### src/rtl/o2b_decoder.sv
// rtl/o2b_decoder.sv - streaming one-hot/multi-hot to binary index decoder
module o2b_decoder #(
  parameter int INPUT_W   = 64,
  parameter int OUTPUT_W  = 6,
  parameter int SERIALIZE = 1,
  parameter int CNT_W     = 16
) (
  input  logic                i_clk,
  input  logic                i_rst,
  input  logic                in_valid,
  output logic                in_ready,
  input  logic [INPUT_W-1:0]  in_onehot,
  output logic                out_valid,
  input  logic                out_ready,
  output logic [OUTPUT_W-1:0] out_binary,
  output logic                out_last,
  output logic                out_error,
  input  logic                clear_counters,
  output logic [CNT_W-1:0]    zero_count,
  output logic [CNT_W-1:0]    multi_count
);

  typedef enum logic {IDLE, EMIT} state_t;

  state_t               state, state_n;
  logic [INPUT_W-1:0]   res, res_n;
  logic [OUTPUT_W-1:0]  bin_n;
  logic                 last_n, err_n, valid_n;
  logic [CNT_W-1:0]     zero_n, multi_n;
  logic                 accept, zero_inc, multi_inc;
  logic [INPUT_W-1:0]   load_rest, res_rest;

  function automatic logic [OUTPUT_W-1:0] low_idx(input logic [INPUT_W-1:0] v);
    low_idx = '0;
    for (int i = INPUT_W - 1; i >= 0; i--) begin
      if (v[i]) low_idx = OUTPUT_W'(i);
    end
  endfunction

  function automatic logic [INPUT_W-1:0] low_bit(input logic [INPUT_W-1:0] v);
    return v & (~v + INPUT_W'(1));
  endfunction

  // Accepting on the final beat's handshake is what gives bubble-free streaming
  assign in_ready  = !i_rst && ((state == IDLE) || (out_valid && out_ready && out_last));
  assign accept    = in_valid && in_ready;
  assign load_rest = in_onehot & ~low_bit(in_onehot);
  assign res_rest  = res & ~low_bit(res);

  always_comb begin
    state_n   = state;
    res_n     = res;
    bin_n     = out_binary;
    last_n    = out_last;
    err_n     = out_error;
    valid_n   = out_valid;
    zero_inc  = 1'b0;
    multi_inc = 1'b0;

    if (accept) begin
      if (in_onehot == '0) begin
        zero_inc = 1'b1;
        valid_n  = 1'b0;
        state_n  = IDLE;
      end else begin
        bin_n     = low_idx(in_onehot);
        err_n     = |load_rest;
        multi_inc = |load_rest;
        valid_n   = 1'b1;
        state_n   = EMIT;
        if (SERIALIZE != 0) begin
          res_n  = load_rest;
          last_n = ~|load_rest;
        end else begin
          res_n  = '0;
          last_n = 1'b1;
        end
      end
    end else if (state == EMIT && out_valid && out_ready) begin
      if (out_last) begin
        valid_n = 1'b0;
        state_n = IDLE;
      end else begin
        bin_n  = low_idx(res);
        res_n  = res_rest;
        last_n = ~|res_rest;
      end
    end

    // Clear dominates a same-cycle increment; counters stick at all-ones
    zero_n = zero_count;
    if (clear_counters) zero_n = '0;
    else if (zero_inc && zero_count != '1) zero_n = zero_count + CNT_W'(1);

    multi_n = multi_count;
    if (clear_counters) multi_n = '0;
    else if (multi_inc && multi_count != '1) multi_n = multi_count + CNT_W'(1);
  end

  always_ff @(posedge i_clk or posedge i_rst) begin
    if (i_rst) begin
      state       <= IDLE;
      res         <= '0;
      out_binary  <= '0;
      out_last    <= 1'b0;
      out_error   <= 1'b0;
      out_valid   <= 1'b0;
      zero_count  <= '0;
      multi_count <= '0;
    end else begin
      state       <= state_n;
      res         <= res_n;
      out_binary  <= bin_n;
      out_last    <= last_n;
      out_error   <= err_n;
      out_valid   <= valid_n;
      zero_count  <= zero_n;
      multi_count <= multi_n;
    end
  end

endmodule

### config.mk
export PLATFORM = sky130hd
export DESIGN_NAME = o2b_decoder
export DESIGN_NICKNAME = d
export VERILOG_FILES = /design/src/rtl/o2b_decoder.sv
export SDC_FILE = /design/constraint.sdc
export NUM_CORES = 1
export LEC_CHECK = 0
export BUFFER_PORTS_ARGS = -buffer_cell sky130_fd_sc_hd__buf_2
export CAP_MARGIN = 20
export CORE_MARGIN = 3
export CORE_UTILIZATION = 30
export DETAILED_ROUTE_END_ITERATION = 8
export GPL_TIMING_DRIVEN = 1
export PLACE_DENSITY_LB_ADDON = 0.3
export SYNTH_ARGS = -nofsm -noshare
export SYNTH_HDL_FRONTEND = slang
export SYNTH_SLANG_ARGS = --single-unit
### constraint.sdc
create_clock -name i_clk -period 4.75 [get_ports i_clk]
set_clock_uncertainty 0.05 [all_clocks]
set_input_delay 0.95 -clock i_clk [delete_from_list [all_inputs] [get_ports i_clk]]
set_output_delay 0.95 -clock i_clk [all_outputs]
set_load 0.03 [all_outputs]
==> results.yml, run 1 <==
run_status:
  outcome: "completed"
floorplan:
  die_y_um: 168.9
  initial_core_util_pct: 31.08
  pin_count: 111
  die_width_um: 168.9
  rows: 58
  die-area_um2: 28530
  core-area_um2: 25620
yosys:
  synthCells: 1054
  synth_ff_type: "dfrtp_1"
  ys_seq_area_share_pct: 32.68
  synthArstFlopShare_pct: 100.0
  yosysWarnings: 0
  yosysTopAreaCellShare_pct: 32.68
  yosys-top-cells-area: "dfrtp_1, o21ai_0, nor2_1"
  synth_nets: 1125
  ys_types: 78
  avgSynthCellArea_um2: 7.555
  post-synth-top-area-cell: "dfrtp_1"
  synth_seq_cells: 104
  synth_edf_count: 0
  netlist_area_um2: 7963
finish:
  mostFrequentLayoutCell: "o21ai_0"
  finish.utilization_pct: 37.82
  layout_common_cells: "o21ai_0, nor2_1, buf_2"
  seqCellArea_um2: 2603
  area_growth_pct: 21.67
  nNetsFinal: 1271
  fillers: 2661
  multiInputGateArea_um2: 5002
  drive_above_1_share_pct: 20.35
  final_area_um2: 9688
worst_setup_path:
  r2r-end: "out_last"
  cp_num_cells: 12
  critPathCaptureType: "flip-flop"
  crit_type: "input pin to flip-flop"
  required_ns: 4.95
  critPathTopFamily: "simple AND/OR/NAND/NOR gates"
  r2r_slack_ns: 0.76
  cp-startpoint: "in_onehot[18]"
  crit_path_cell_trace: "buf_2 > or4_4 > or4_4 > or4_1 > o31a_1 > a2111oi_2 > nand4b_1 > nor4b_2 > a31o_1 > buf_12 > nor4_1 > mux2_4"
  crit_top_cell: "or4_4"
  crit_path_max_fanout: 8
  crit_path_max_incr_delay_ns: 0.58
  crit_end: "multi_count[5]"
  critical_path_arrival_ns: 4.72
  cp-start-kind: "input pin"
  reg2reg_depth: 10
  cp_num_buf_inv: 2
  critPathSlowestCell: "or4_4"
  r2r-start: "res[30]"
power_and_ir_drop:
  p_total_mw: 3.925
  ir_drop_mv: 0.1916
  p_leak_nw: 3.832
  power_density_nw_per_um2: 405.1
timing:
  fin_ws_ns: 0.2284
  period_share_pct: 95.19
  post-route-min-period_ns: 4.522
  hold_viol: 0
  fmax_mhz: 221.2
  maxSlewViolCount: 0
  rsz0062_at_grt: "no"
  tightestPinTransition_ns: 0.8867
  fin_tns_setup_ns: 0
  slew_headroom_pct: 40.11
  setup_viol: 0
global_route:
  grt_pass1_vias: 8717
  grt_pass1_wl_mm: 50.03
  antenna_found_initial: 3
  grt_start_max_net_pins: 62
  grt_usage_pct: 22.21
  grt_overflow: 0
clock_tree:
  post_cts_buffers: 0
  insertion_delay_ns: 0.36
  clk_pin_slew_worst_paths_ns: 0.07
  numCtsBuffers: 9
  hold_buffers: 0
  cts_root_buf: "clkbuf_16"
  cts-resized-gates: 1
  htree_num_levels: 3
  cts_tree: "built"
  clkSinkCount: 104
  cts_max_path_buffers: 2
place:
  dpl_cell_area_um2: 9371
  io_buffers: 110
  dpl.hpwl_mm: 24.62
  gp_congestion: 0.9564
  pre_cts_ws_ns: -0.3473
routing:
  routedWlPerCell_um: 21.14
  routed_wl_mm: 32.45
  drtIter0Drc: 1148
  final_antenna_net_count: 0
  drc: 0
  dr.pass1.iters: 6
  num_vias: 9357
  via_per_inst: 6.096
job:
  maxCapViolations: 0
worst_hold_path:
  hp-start: "out_error"
  whs_path_depth: 2
  hold_path.class: "flip-flop to flip-flop"
[cells in the mapped netlist, drive strengths merged (3+ instances only)]
cell     number
a31oi         6
nand3        31
o21a          3
o21ai       147
a32o         20
o211ai        9
o2111ai       6
o31ai        14
nand2        87
a2111oi       3
and2          3
inv          38
a211oi       11
a22oi         3
mux2          9
a21oi        64
nand2b        5
o31a          5
nor2        129
maj3          5
nand4        23
and3         13
or2          10
a22o          5
a211o         5
nor4b         3
a41oi         3
nor2b         9
o41ai         9
or4          27
clkbuf       55
or3          25
xor2         10
xnor2         3
o21bai        5
a21boi        5
nor4         51
o22ai         8
buf           6
nor3         43
dfrtp       104
[through the flow]
stage | instances | hold WS (ns)
after floorplan | 1054 | 0.4319
after global placement | 1519 | 0.4449
after detailed placement | 1519 | 0.4420
after CTS | 1534 | 0.4641
after global routing | 1535 | 0.4820
final | 1535 | 0.4657
[final cells by class]
type                            count  area share (%)
Clock inverter                      4          0.5683
Sequential cell                   104           26.86
Antenna cell                        1         0.02583
Tap cell                          330           4.262
Timing Repair Buffer              196           12.73
Multi-Input combinational cell    851           51.63
Inverter                           38           1.511
Clock buffer                       11           2.402
[sequential cells by signal (all words and copies together) (netlist names)]
register and cells:
res 63, out_last 1, out_binary 6, out_error 1, zero_count 16, multi_count 16
state 1
[where the power goes]
group / switching, mW / internal [mW]
combinational: 0.883 / 0.548
clock: 0.365 / 0.410
sequential: 0.540 / 1.18
[worst reg2reg max path, cell delays in order (launching register included)]
cell,delay [ns]
dfrtp_1,0.45
or4_1,0.66
nor4_1,0.59
nand4_1,0.28
nor2_1,0.21
nand2_1,0.22
o41ai_1,0.56
o2111ai_1,0.17
nor4_1,0.26
o2111ai_1,0.26
a21boi_1,0.21
[worst min-delay path by stage]
stage / slack (ns) / to
global placement: 0.44 / out_error
floorplan: 0.43 / res[59]
global route: 0.48 / out_error
CTS: 0.46 / out_error
finish: 0.47 / out_error
detailed placement: 0.44 / out_error
[layer usage]
| metal | GRT usage, % | vias up | wire length, um |
|---|---|---|---|
| met3 | 5.044 | 87 | 2711 |
| met4 | 9.641 | 4 | 1383 |
| met1 | 31.09 | 4487 | 14230 |
| met2 | 32.77 | 468 | 14110 |
| li1 | - | 4311 | - |
| met5 | 0 | - | 18 |
[cell families (layout without fill, tap and decap cells)]
family          Yosys count  in the layout  synth area share [%]
compound gates          352            352                 28.10
xor+xnor                 13             13                 1.430
fa+ha+maj                 7              7                0.9428
buf+inv                  99            249                 4.950
flops                   104            104                 32.68
mux                      11             11                 1.807
other cells               0              1                     0
simple gates            468            468                 30.09
Power figures use the tool's default switching activity.
==> run 2: changes to the inputs <==
--- a/config.mk
+++ b/config.mk
@@ -11,7 +11,7 @@
 export CORE_UTILIZATION = 30
 export DETAILED_ROUTE_END_ITERATION = 8
 export GPL_TIMING_DRIVEN = 1
-export PLACE_DENSITY_LB_ADDON = 0.3
+export PLACE_DENSITY = 0.49
 export SYNTH_ARGS = -nofsm -noshare
 export SYNTH_HDL_FRONTEND = slang
 export SYNTH_SLANG_ARGS = --single-unit
==> run 2 against run 1 <==
  * Combinational power barely moved
  * Sequential power about the same
  * Sequential share of layout area increased by 0.18 points
  * Final area is 0.66% lower
  * Count of clock-buffer cells in the layout is 1 higher
  * Die area unchanged
  * Worst setup slack better by 0.014 ns
  * Clock power decreased by 0.9%
  * Power is 0.27% higher
  * Global-route usage rose by 0.42 points
  * Final cell count is 0.39% lower
  * Non-clock buffer count shrank 6
==> results.yml, run 2 (synthesized netlist as in run 1, its figures left out) <==
worst_setup_path:
  r2r-start: "res[11]"
  critical_path_arrival_ns: 4.67
  cp-startpoint: "in_onehot[18]"
  required_ns: 4.91
  critPathCaptureType: "flip-flop"
  crit_type: "input pin to flip-flop"
  r2r_slack_ns: 0.42
  cp-start-kind: "input pin"
  crit_path_max_fanout: 12
  reg2reg_depth: 10
floorplan:
  initial_core_util_pct: 31.08
  die_y_um: 168.9
  die-area_um2: 28530
  pin_count: 111
  core-area_um2: 25620
  die_width_um: 168.9
  rows: 58
routing:
  wl_met2_mm: 14.70
  m1WireLength_mm: 15.04
  routedWlPerCell_um: 21.50
  drtIter0Drc: 951
  final_antenna_net_count: 0
  routed.top_layer: "met4"
  drc: 0
  via_per_inst: 6.057
  routed_wl_mm: 32.87
  dr.pass1.iters: 7
  num_vias: 9261
  dr_wl_met3_mm: 2.197
clock_tree:
  cts_max_path_buffers: 2
  cts_root_buf: "clkbuf_16"
  clk_pin_slew_worst_paths_ns: 0.08
  post_cts_buffers: 0
  cts_tree: "built"
  numCtsBuffers: 9
  htree_num_levels: 3
  hold_buffers: 0
  insertion_delay_ns: 0.36
  clkSinkCount: 104
timing:
  post-route-min-period_ns: 4.508
  period_share_pct: 94.90
  rsz0062_at_grt: "no"
  fin_ws_ns: 0.2424
  slew_headroom_pct: 41.99
  tightestPinTransition_ns: 0.8701
  hold_viol: 0
  maxSlewViolCount: 0
  setup_viol: 0
  fmax_mhz: 221.9
global_route:
  antenna_found_initial: 0
  grt_pass1_wl_mm: 51.18
  grt_usage_pct: 22.63
  grt_overflow: 0
  grt_start_max_net_pins: 65
  grt_pass1_vias: 8749
place:
  io_buffers: 110
  dp_cells: 1513
  dpl.hpwl_mm: 24.99
  gp_congestion: 0.9010
  pre_cts_ws_ns: -0.2035
  dpl_cell_area_um2: 9326
finish:
  fin_cells: 1529
  mostFrequentLayoutCell: "o21ai_0"
  area_growth_pct: 20.87
  layout_common_cells: "o21ai_0, nor2_1, buf_2"
  largest_registers: "res x63, multi_count x16, zero_count x16"
  finish.utilization_pct: 37.57
  largest-register: "res"
  largest_reg_flops: 63
  fillers: 2738
  final_area_um2: 9624
  drive_above_1_share_pct: 20.02
  nNetsFinal: 1265
  diodes: 0
power_and_ir_drop:
  ir_drop_mv: 0.2138
  p_leak_nw: 3.789
  p_total_mw: 3.935
  power_density_nw_per_um2: 408.9
job:
  maxCapViolations: 0
worst_hold_path:
  hp-start: "out_error"
  whs_path_depth: 2
  hold_path.class: "flip-flop to flip-flop"
run_status:
  outcome: "completed"
==> run 2: final timing paths <==
| kind | to |
|---|---|
| worst min-delay path | out_error |
| max in group asynchronous | res[22] |
| worst max register to register | out_last |
| worst max-delay path | multi_count[11] |
| min in group asynchronous | zero_count[6] |
| worst min register to register | out_error |
==> run 2: worst max-delay path, stage by stage <==
cell,delay [ns]
buf_2,0.12
or4_4,0.55
or4_4,0.58
or4_1,0.57
o31a_1,0.30
a2111oi_2,0.37
nand4b_1,0.16
nor4b_2,0.33
and3_1,0.34
buf_4,0.22
or3_1,0.12
a21oi_1,0.06
==> run 2: layout make-up <==
cell class                      count  area (um^2)  share of cell area [%]
Timing Repair Buffer              190         1189                   12.35
Sequential cell                   104         2603                   27.04
Multi-Input combinational cell    851         4984                   51.78
Clock inverter                      4        33.78                  0.3510
Inverter                           38        146.4                   1.521
Tap cell                          330        412.9                   4.290
Clock buffer                       12        256.5                   2.665
==> run 2: per-stage QoR <==
stage               hold WS [ns]  setup TNS [ns]
floorplan                 0.4319               0
global placement          0.4327          -1.022
detailed placement        0.4270          -2.724
CTS                       0.4545               0
global route              0.4807               0
finish                    0.4529               0
==> run 2: metal layers <==
metal / vias to the layer above / global-route usage, %
li1: 4268 / -
met4: 0 / 7.079
met2: 391 / 34.77
met1: 4548 / 32.92
met3: 54 / 3.106
met5: - / 0
==> run 2: what timing repair did <==
action                                 in CTS  in global routing
gates resized for setup                     0                  1
setup endpoints to repair                   0                  5
endpoints found under the hold margin       0                  0
==> run 2: power by group <==
part           leakage, nW  total [mW]  switching [mW]  internal (mW)
Combinational         2.39        1.45           0.895          0.559
Clock                0.140       0.768           0.377          0.391
Sequential            1.26        1.71           0.535           1.18
Total                 3.79        3.94            1.81           2.13
